[src/rtl/mem_access_stage.sv]
// MEM stage of the 5-stage RISC-V pipeline.
// Runs a req/ack access to a variable-latency data memory, resolves the branch
// redirect and registers results into the MEM/WB boundary. While an access is
// outstanding it freezes the upstream stages through stall_o and feeds bubbles
// into MEM/WB. An access that is not acknowledged within TIMEOUT wait cycles is
// aborted, and a sticky err_o is raised.
//
// Handshake: dmem_req_o is a level request. Once it is raised, dmem_req_o,
// dmem_addr_o, dmem_wdata_o and dmem_we_o stay stable until the first cycle
// with dmem_ack_i=1. The memory completes the access in that cycle, and
// dmem_rdata_i is valid in the same cycle. The request drops on the next edge.
// dmem_ack_i is ignored whenever no request is outstanding.
module mem_access_stage #(
  parameter int TIMEOUT = 64,
  parameter int CNT_W   = 7
) (
  input  logic        clk_i,
  input  logic        rst_i,
  input  logic        start_i,
  input  logic [31:0] ALUResult_i,
  input  logic [31:0] RS2data_i,
  input  logic        Zero_i,
  input  logic [31:0] pc_branch_i,
  input  logic        Branch_i,
  input  logic        MemRead_i,
  input  logic        MemWrite_i,
  input  logic        MemtoReg_i,
  input  logic        RegWrite_i,
  input  logic [4:0]  RDaddr_i,
  output logic        dmem_req_o,
  output logic        dmem_we_o,
  output logic [31:0] dmem_addr_o,
  output logic [31:0] dmem_wdata_o,
  input  logic        dmem_ack_i,
  input  logic [31:0] dmem_rdata_i,
  output logic        stall_o,
  output logic        pc_src_o,
  output logic [31:0] pc_branch_o,
  output logic        err_o,
  output logic        RegWrite_o,
  output logic        MemtoReg_o,
  output logic [31:0] ReadData_o,
  output logic [31:0] ALUResult_o,
  output logic [4:0]  RDaddr_o,
  output logic        dbg_state_o
);

  typedef enum logic {ST_IDLE = 1'b0, ST_WAIT = 1'b1} state_t;
  // What the MEM/WB register captures on the coming edge
  typedef enum logic [1:0] {WB_BUBBLE, WB_PASS, WB_DONE, WB_ABORT} wb_sel_t;

  state_t           state_q, state_d;
  wb_sel_t          wb_sel;
  logic [CNT_W-1:0] cnt_q;
  logic             mem_op;
  logic             cnt_last;
  logic             launch;

  // A load and a store flagged together are handled as a store
  assign mem_op      = start_i & (MemRead_i | MemWrite_i);
  assign cnt_last    = (cnt_q == CNT_W'(TIMEOUT - 1));
  assign pc_src_o    = Branch_i & Zero_i & start_i;
  assign pc_branch_o = pc_branch_i;
  assign dbg_state_o = state_q;

  // State register
  always_ff @(posedge clk_i or negedge rst_i) begin
    if (!rst_i) state_q <= ST_IDLE;
    else        state_q <= state_d;
  end

  // Next-state logic: a flush always returns to IDLE
  always_comb begin
    state_d = state_q;
    if (!start_i) begin
      state_d = ST_IDLE;
    end else begin
      case (state_q)
        ST_IDLE: if (mem_op) state_d = ST_WAIT;
        ST_WAIT: if (dmem_ack_i || cnt_last) state_d = ST_IDLE;
        default: state_d = ST_IDLE;
      endcase
    end
  end

  // Output logic: the stall and the MEM/WB capture select. Stall is held low during reset.
  always_comb begin
    stall_o = 1'b0;
    wb_sel  = WB_BUBBLE;
    launch  = 1'b0;
    if (start_i && rst_i) begin
      case (state_q)
        ST_IDLE: begin
          if (mem_op) begin
            stall_o = 1'b1;
            launch  = 1'b1;
          end else begin
            wb_sel = WB_PASS;
          end
        end
        ST_WAIT: begin
          if (dmem_ack_i)    wb_sel  = WB_DONE;
          else if (cnt_last) wb_sel  = WB_ABORT;
          else               stall_o = 1'b1;
        end
        default: ;
      endcase
    end
  end

  // Memory request side: the request is high exactly while in WAIT, and addr/data/we are latched at launch
  always_ff @(posedge clk_i or negedge rst_i) begin
    if (!rst_i) begin
      dmem_req_o   <= 1'b0;
      dmem_we_o    <= 1'b0;
      dmem_addr_o  <= '0;
      dmem_wdata_o <= '0;
      cnt_q        <= '0;
      err_o        <= 1'b0;
    end else begin
      dmem_req_o <= (state_d == ST_WAIT);
      if (launch) begin
        dmem_we_o    <= MemWrite_i;
        dmem_addr_o  <= {ALUResult_i[31:2], 2'b00};
        dmem_wdata_o <= RS2data_i;
      end
      if (state_q == ST_WAIT && state_d == ST_WAIT) cnt_q <= cnt_q + CNT_W'(1);
      else                                          cnt_q <= '0;
      if (wb_sel == WB_ABORT) err_o <= 1'b1;
    end
  end

  // MEM/WB boundary register
  always_ff @(posedge clk_i or negedge rst_i) begin
    if (!rst_i) begin
      RegWrite_o  <= 1'b0;
      MemtoReg_o  <= 1'b0;
      ReadData_o  <= '0;
      ALUResult_o <= '0;
      RDaddr_o    <= '0;
    end else begin
      case (wb_sel)
        WB_PASS: begin
          RegWrite_o  <= RegWrite_i;
          MemtoReg_o  <= MemtoReg_i;
          ReadData_o  <= '0;
          ALUResult_o <= ALUResult_i;
          RDaddr_o    <= RDaddr_i;
        end
        WB_DONE: begin
          RegWrite_o  <= RegWrite_i;
          MemtoReg_o  <= MemtoReg_i;
          ReadData_o  <= dmem_we_o ? 32'd0 : dmem_rdata_i;
          ALUResult_o <= ALUResult_i;
          RDaddr_o    <= RDaddr_i;
        end
        WB_ABORT: begin
          // The instruction retires, but it must not write a register with missing data
          RegWrite_o  <= 1'b0;
          MemtoReg_o  <= MemtoReg_i;
          ReadData_o  <= '0;
          ALUResult_o <= ALUResult_i;
          RDaddr_o    <= RDaddr_i;
        end
        default: begin
          RegWrite_o  <= 1'b0;
          MemtoReg_o  <= 1'b0;
          ReadData_o  <= '0;
          ALUResult_o <= '0;
          RDaddr_o    <= '0;
        end
      endcase
    end
  end

endmodule
[config.mk]
export PLATFORM = sky130hd
export DESIGN_NAME = mem_access_stage
export DESIGN_NICKNAME = d
export VERILOG_FILES = /design/src/rtl/mem_access_stage.sv
export SDC_FILE = /design/constraint.sdc
export NUM_CORES = 1
export LEC_CHECK = 0
export CAP_MARGIN = 5
export CORE_UTILIZATION = 30
export DETAILED_ROUTE_END_ITERATION = 6
export GPL_TIMING_DRIVEN = 1
export PLACE_DENSITY = 0.67
export SLEW_MARGIN = 15
export SYNTH_ARGS = -nofsm -noshare
export SYNTH_HDL_FRONTEND = slang
export SYNTH_SLANG_ARGS = --single-unit
[constraint.sdc]
create_clock -name clk_i -period 2.2 [get_ports clk_i]
set_clock_uncertainty 0.15 [all_clocks]
set_input_delay 0.22 -clock clk_i [delete_from_list [all_inputs] [get_ports clk_i]]
set_output_delay 0.22 -clock clk_i [all_outputs]
set_load 0.01 [all_outputs]
== After elaboration in Yosys (flattened, before gate mapping) ==
Index checks and enable logic that the tools add are counted.

* Register bits after elaboration: 143
* Input bits: 143
* Output and inout bits: 173
* Word-level logic and storage cells: 48

* $add $sub $neg: 1
* Equal/unequal tests: 4
* Muxes and demuxes: 22
* Bitwise operators: 5
* Reductions and logical operators: 5

{| class="wikitable"
|+ Operators with widths
! kind !! count
|-
| $mux W32 || 3
|-
| $mux W1 || 11
|-
| $add A7 B1 Y7 const B || 1
|-
| $eq A7 B6 Y1 const B || 1
|-
| $mux W7 || 1
|-
| $mux W2 || 3
|-
| $mux W5 || 1
|-
| $eq A2 B2 Y1 const B || 2
|-
| $pmux W1 S2 || 2
|-
| $pmux W2 S2 || 1
|-
| $and A1 B1 Y1 || 3
|-
| $reduce_or A3 Y1 || 1
|-
| $eq A2 B1 Y1 const B || 1
|-
| $logic_and A1 B1 Y1 || 2
|-
| $reduce_or A2 Y1 || 1
|-
| $logic_or A1 B1 Y1 || 1
|-
| $not A1 Y1 || 1
|-
| $or A1 B1 Y1 || 1
|}

== Longest topological paths before layout ==
Gate-level depths: netlist of the first run.

* Depth after elaboration: 8
* Depth in mapped cells: 8
* Gate-level depth less buffers: 6

== Least setup slack after synthesis of the first run ==
OpenSTA, ideal clock, no wires.

* Path kind: flip-flop to flip-flop
* Start point: reg cnt_q[0]
* End point: reg ALUResult_o[15]
* Setup time: 0.132 ns
* Data arrival time: 1.747 ns
* Data required time: 1.918 ns
* Path slack: 0.171 ns
* Stages on the path, launching flop included: 9
* Buffers on the path: 2
* Period minus slack after synthesis: 2.029 ns
* Cell sequence: dfrtp_1 ha_1 nand3_1 nor2_1 a21oi_1 ha_1 clkbuf_1 clkbuf_1 nor2b_1

* Word-level cells in the longest chain between the ends: 8
* Elaborated cells on any way between the ends: 10
* Classes of those cells: eq/ne (4); mux (5); reduce/logical (1)

{| class="wikitable"
|+ Ends and longest elaborated chain
! item !! RTL line !! RTL
|-
| from (decl) || 54 || <nowiki>logic [CNT_W-1:0] cnt_q;</nowiki>
|-
| from (signal assigned) || 127 || <nowiki>if (state_q == ST_WAIT && state_d == ST_WAIT) cnt_q <= cnt_q + CNT_W'(1);</nowiki>
|-
| $eq A7 B6 Y1 * || 61 || <nowiki>assign cnt_last = (cnt_q == CNT_W'(TIMEOUT - 1));</nowiki>
|-
| $mux W2 * || 103 || <nowiki>else if (cnt_last) wb_sel = WB_ABORT;</nowiki>
|-
| $mux W2 * || 102 || <nowiki>if (dmem_ack_i) wb_sel = WB_DONE;</nowiki>
|-
| $pmux W2 S2 * || 92 || <nowiki>case (state_q)</nowiki>
|-
| $mux W2 * || 91 || <nowiki>if (start_i && rst_i) begin</nowiki>
|-
| $eq A2 B2 Y1 / $eq A2 B1 Y1 (equally long branches) || 142 || <nowiki>case (wb_sel)</nowiki>
|-
| $reduce_or A3 Y1 (no line) * || -- ||
|-
| $mux W32 * || 142 ||
|-
| to (signal assigned) || 147 || <nowiki>ALUResult_o <= ALUResult_i;</nowiki>
|-
| to (signal assigned) || 154 || <nowiki>ALUResult_o <= ALUResult_i;</nowiki>
|-
| to (signal assigned) || 162 || <nowiki>ALUResult_o <= ALUResult_i;</nowiki>
|-
| to (decl) || 43 || <nowiki>output logic [31:0] ALUResult_o,</nowiki>
|}

Mark *: on every way between the ends. The rest lies on a longest branch, timed or not.
A chain may end at the register's enable or synchronous reset.

==> summary.txt, run 1 <==
Worst setup path
  • Worst-path fanout max: 8
  • Critical Path AT: 1680 ps
  • Reg-to-Reg Start: cnt_q[0]
  • Worst R2R Path Depth: 8
  • Crit path kind: flop to output port
  • Worst EP required: 1830 ps
  • RR Endpoint: RDaddr_o[1]
  • CP Capture Type: output port
  • Reg2Reg Setup Slack: 260 ps
  • Startpoint Class: flop

GRT
  • First-pass GRT wire length: 20,100 um
  • Met2 GRT Util: 24.3%
  • Met1 Track Usage GR: 15.4%
  • Remaining Overflow, GRT: 0
  • Vias in the first global route: 3,830
  • GRT Total Usage: 14.7%
  • Largest net degree at the start of global routing: 68
  • Initial antenna violation count: 0
  • GR Layer Usage met3: 8.57%
  • Grt peak-use layer: met2

Logic synthesis
  • Mapped cell area: 5340 um^2
  • Post-synth cell types: 28
  • Yosys reg bits: 143
  • Ys Warns: 0
  • Top_reg_cell synth: dfrtp_1
  • Share of the yosys chip area belonging to registers: 67.0%
  • Async S/R FF share, synth: 100%
  • Syn avg cell area: 14.6 um^2
  • Synth top area share: 67.0%
  • Synth area leader: dfrtp_1
  • Ranking of synthesized cells by area: dfrtp_1, mux2_2, buf_4
  • Post-Syn Instances: 366
  • Post-synth EDFFs: 0

Clock network
  • CTS sink count: 143
  • Worst-path clk slew: 60 ps
  • Root buffer cell: clkbuf_16
  • CTS HTree Levels: 4
  • Clock tree buffer depth: 2
  • Clk_lat worst skew: 410 ps
  • Num CTS Buffers: 17
  • Post-CTS Setup Bufs: 0
  • CTS tree: built

Worst hold path
  • Min-delay worst type: primary input to async pin

Cells and area
  • Nets: 744
  • Area delta synth->final: 59.2%
  • N_diodes: 0
  • Layout cells sized above 1: 16.9%
  • Non-Filler Instances: 835

STA
  • Fmax: 487 MHz
  • Max-slew violations: 0
  • Worst-case hold slack: 57.9 ps
  • Worst-margin pin slew: 825 ps
  • Fin crit period: 2050 ps
  • Hold Fails Final Rpt: 0
  • Tcrit/Tclk final: 93.3%
  • Slew HR: 45.0%
  • # setup viols final: 0
  • RSZ-0062 raised after global routing: no
  • Post-Route Setup TNS: 0 ps

Route
  • Vias per cell: 4.30
  • Vias: 3,592
  • Initial DRC Count: 86
  • Final WL: 13,200 um
  • ANT nets after route: 0
  • Drt wl/cell: 15.8 um
  • DRC: 0
  • DRT Pass-1 Iters: 3

Floorplanning
  • Initial core utilization: 30.8%
  • Row count: 48
  • Die area: 18,300 um^2
  • Core Area: 17,400 um^2
  • Horiz. Die Dim: 135 um
  • Die Y: 135 um
  • Ports: 316

Flow run
  • Total of max-cap violations: 0

Place
  • Detailed placement HPWL: 10,200 um
  • Routability-driven placement congestion ratio: 0.737
  • Placed instance count: 804
  • Port Buffers: 249

Pwr
  • Static Leakage: 3.65 nW
  • Power density cells: 870 nW/um^2
  • Peak supply drop: 0.000486 V

Status
  • Outcome: finished clean
-- synth_stat cells (2+ instances only) --
cell,number
nand3_1,3
nand3b_1,2
a21oi_1,3
buf_6,6
dfrtp_1,143
xor2_1,2
mux2_1,5
nor2b_1,39
mux2_2,58
o21ai_0,2
nand2_1,3
ha_1,2
o21bai_1,2
buf_4,35
nor3b_1,2
nor2_1,9
and2_1,33
clkbuf_1,7
-- state kept, by name, summed over array words and instances, names as in the netlist --
register      cells
ALUResult_o      32
MemtoReg_o        1
dmem_req_o        1
dmem_wdata_o     32
dmem_addr_o      30
ReadData_o       32
RDaddr_o          5
cnt_q             7
dmem_we_o         1
RegWrite_o        1
err_o             1
-- per-stage QoR --
step | setup slack, ps | total power [mW] | area (um^2) | util [%]
global route | 16.0 | 7.75 | 8500 | 49.0
finish | 148 | 7.40 | 8500 | 49.0
CTS | 16.8 | 7.52 | 8500 | 49.0
global placement | 69.4 | 4.51 | 7890 | 45.5
detailed placement | 57.0 | 4.54 | 7890 | 45.5
floorplan | 171 | 3.64 | 5340 | -
-- power by group --
| group | internal (mW) | switching (mW) |
|---|---|---|
| Sequential | 2.93 | 0.157 |
| Combinational | 0.905 | 0.482 |
| Clock | 1.88 | 1.05 |
| Total | 5.71 | 1.69 |
-- cell type report --
cell class | instances | area [um^2]
Tap cell | 225 | 282
Fill cell | 1526 | 8850
Inverter | 1 | 3.75
Timing Repair Buffer | 261 | 2620
Clock buffer | 19 | 433
Sequential cell | 143 | 3580
Clock inverter | 11 | 168
Multi-Input combinational cell | 175 | 1420
-- repair_timing --
item,CTS,global route
cloned,0,0
hold buffers,1,0
setup endpoints to repair,1,1
resized for setup,1,2
endpoints found under the hold margin,143,0
-- worst max-delay path by stage --
stage	slack (ps)	cells past startpoint	endpoint	start
floorplan	170	8	ALUResult_o[15]	cnt_q[0]
CTS	20	5	stall_o	cnt_q[0]
global placement	70	5	stall_o	MemRead_i
detailed placement	60	5	dmem_addr_o[27]	start_i
global route	20	4	stall_o	dmem_req_o
finish	150	3	stall_o	dmem_req_o
-- metal layers --
layer	wire length, um	part of all wire, %
met5	0	0
met4	123	0.93
met3	1790	14
met2	6380	48
met1	4880	37
-- cells in the final DEF (no fill, tap or decap), types with 2 or more instances in the layout --
cell type        instances
mux2_2                  58
nor2b_1                 39
xor2_1                   2
nand2_1                  3
o21bai_1                 2
clkbuf_16               17
nand3b_1                 2
clkinv_4                 2
a21oi_1                  3
conb_1                   2
clkdlybuf4s50_1        247
nand3_1                  3
buf_12                   3
clkinv_2                 3
bufinv_16                4
dfrtp_1                143
mux2_1                   5
clkbuf_1                 2
nor2_1                   9
clkinvlp_4               2
buf_4                    8
and2_1                  33
-- kinds of logic (layout without fill, tap and decap cells) --
logic type,Yosys count,count (layout),share of synthesized area [%]
AOI/OAI and AO/OA,9,9,1.03
and+or+nand+nor,96,96,10.9
DFF,143,143,67.0
adders and majority gates,2,2,0.469
xor gates and xnor gates,3,3,0.492
buffers and inverters,49,292,6.75
muxes,63,63,13.3
other,1,2,0.0702
-- worst max-delay path: stages, from the launching register on --
cell	delay, ps
dfrtp_1	490
or2_2	350
a21oi_1	140
dlygate4sd2_1	290
(Power assumes the default switching activity.)
==> run 2, diff against run 1 <==
- CORE_ASPECT_RATIO: not set -> 1.5
- PLACE_DENSITY: 0.67 -> 0.7
- RECOVER_POWER: not set -> 50
- clock period: 2.2 -> 1.66 ns (I/O delays scaled with it)
==> run 2 against run 1 <==
The run now ends with negative hold slack, negative setup slack left. Sequential cell count did not move. Design area is 11% higher. Combinational power is 55% higher. Critical path depth grew 3. Core utilization increased by 5.6 points. Total power is 40% higher. Global-route usage is 1.4 points higher. Largest cell class unchanged.
==> summary.txt, run 2 (synthesized netlist as in run 1, its figures left out) <==
Cells and area
  • Nets: 780
  • Non-Filler Instances: 861
  • Post-route cell area: 9480 um^2
  • N_diodes: 0
  • Fillers: 1,432
  • Top Registers: ALUResult_o (32), ReadData_o (32), dmem_wdata_o (32)
  • Layout cells sized above 1: 25.2%
  • Commonest cells after routing, fill and taps aside: clkdlybuf4s50_1, dfrtp_1, mux2_4, dlymetal6s2s_1, nor2b_1
  • Commonest non-fill, non-tap cell in the layout: clkdlybuf4s50_1
  • Area delta synth->final: 77.4%

Clock network
  • CTS sink count: 143
  • Hold_buf cts: 2
  • Clock tree buffer depth: 2
  • Clk_lat worst skew: 410 ps
  • Root buffer cell: clkbuf_16
  • Worst-path clk slew: 60 ps
  • Num CTS Buffers: 17
  • CTS HTree Levels: 4
  • CTS tree: built

Floorplanning
  • Die area: 18,300 um^2
  • Row count: 59
  • Core Area: 17,300 um^2
  • Horiz. Die Dim: 111 um
  • Initial core utilization: 30.8%
  • Ports: 316
  • Die Y: 165 um

GRT
  • Remaining Overflow, GRT: 0
  • Vias in the first global route: 4,159
  • GRT Total Usage: 16.1%
  • Initial antenna violation count: 0
  • Largest net degree at the start of global routing: 51
  • First-pass GRT wire length: 22,000 um

Pwr
  • Reg power frac: 39.5%
  • Static Leakage: 4.72 nW
  • Combinational share of power: 20.7%
  • Sw Pwr: 2.52 mW
  • Clock power share: 39.8%
  • Peak supply drop: 0.000867 V
  • Power density cells: 1100 nW/um^2
  • Sw Share: 24.3%
  • P_int: 7.86 mW

Route
  • ANT nets after route: 0
  • Vias: 3,835
  • DRT Pass-1 Iters: 4
  • Drt wl/cell: 19.6 um
  • DRC: 0
  • Final WL: 16,800 um
  • Initial DRC Count: 140
  • Vias per cell: 4.45

STA
  • Fin crit period: 1800 ps
  • # setup viols final: 102
  • Hold Fails Final Rpt: 5
  • Fmax: 554 MHz
  • Worst-case hold slack: -7.25 ps
  • Worst-margin pin slew: 1300 ps
  • Slew HR: 13.5%
  • Max-slew violations: 0
  • Tcrit/Tclk final: 109%
  • RSZ-0062 raised after global routing: yes
  • Setup WS post-layout: -144 ps

Worst setup path
  • Reg2Reg Setup Slack: -140 ps
  • Crit path kind: flop to flop
  • CP Capture Type: flop
  • Worst-path fanout max: 8
  • Startpoint Class: flop
  • Critical Path AT: 1950 ps
  • Worst EP required: 1810 ps
  • Worst R2R Path Depth: 6

Status
  • Outcome: finished with violations
  • Failing checks: negative hold slack, negative setup slack

Place
  • Placed instance count: 806
  • Detailed placement HPWL: 10,600 um
  • Routability-driven placement congestion ratio: 0.785
  • Area after DPL: 8030 um^2
  • Port Buffers: 249

Flow run
  • Total of max-cap violations: 0

Worst hold path
  • Min-delay worst type: primary input to async pin
-- run 2: changes by cell type in the layout (fill, tap and decap cells not counted), moves of 5 or more --
cell | previous run | this run
clkdlybuf4s50_1 | 247 | 180
mux2_4 | 0 | 63
mux2_2 | 58 | 0
dlymetal6s2s_1 | 0 | 46
dlygate4sd2_1 | 1 | 21
buf_4 | 8 | 22
clkbuf_16 | 17 | 26
and2_1 | 33 | 28
and2_4 | 0 | 5
buf_16 | 0 | 5
mux2_1 | 5 | 0
-- run 2: path summary, 6_finish.rpt --
kind | from | to
setup / recovery | dmem_req_o | dmem_addr_o[12]
max in group asynchronous | rst_i | dmem_wdata_o[23]
hold reg to reg | err_o | err_o
hold / removal | rst_i | ALUResult_o[2]
setup reg to reg | dmem_req_o | dmem_addr_o[12]
min in group clk_i | dmem_rdata_i[15] | ReadData_o[15]
-- run 2: power by group through the flow --
| stage | logic, mW | registers [mW] | clock network [mW] |
|---|---|---|---|
| final | 2.15 | 4.10 | 4.13 |
| after global routing | 2.27 | 4.14 | 4.37 |
| after CTS | 1.90 | 4.09 | 4.22 |
| after detailed placement | 1.90 | 4.15 | 0 |
| after global placement | 1.87 | 4.13 | 0 |
| after floorplan | 0.512 | 4.31 | 0 |
-- run 2: cell type report --
cell class | instances | area (um^2) | area share (%)
Inverter | 1 | 3.75 | 0.0396
Clock buffer | 18 | 439 | 4.63
Clock inverter | 14 | 204 | 2.15
Sequential cell | 143 | 3580 | 37.8
Tap cell | 213 | 267 | 2.81
Timing Repair Buffer | 297 | 3250 | 34.3
Multi-Input combinational cell | 175 | 1730 | 18.3
-- run 2: worst max-delay path: stages, from the launching register on --
cell,delay (ps)
dfrtp_2,440
buf_6,130
nor3_4,150
buf_6,140
buf_12,170
clkbuf_16,190
mux2_4,300
-- run 2: what timing repair did --
item,CTS,global route
gates resized for setup,35,122
buffers inserted,5,3
cloned,3,10
pin swaps,2,4
endpoints found under the setup margin,103,148
hold endpoints to repair,80,48
-- run 2: layer usage --
metal  up-vias  wire, um  share of wire, %  global-route usage (%)
met1      1907      5910                35                    16.0
li1       1702         -                 -                       -
met3        40      1050               6.3                    5.36
met5         -         0                 0                       0
met4         0       453               2.7                    7.94
met2       186      9420                56                    30.0
-- run 2: per-stage QoR --
step                utilization, %  setup slack (ps)  hold slack (ps)  setup TNS, ps  total power [mW]
finish                        54.6              -144            -7.25         -10390              10.4
global route                  54.6              -181             89.9         -19160              10.8
CTS                           50.9              -120             -244          -5230              10.2
detailed placement            46.3              -405             96.4         -40310              6.05
global placement              46.3              -358             83.1         -33190              5.99
floorplan                        -             -4.22             -280          -84.4              4.82
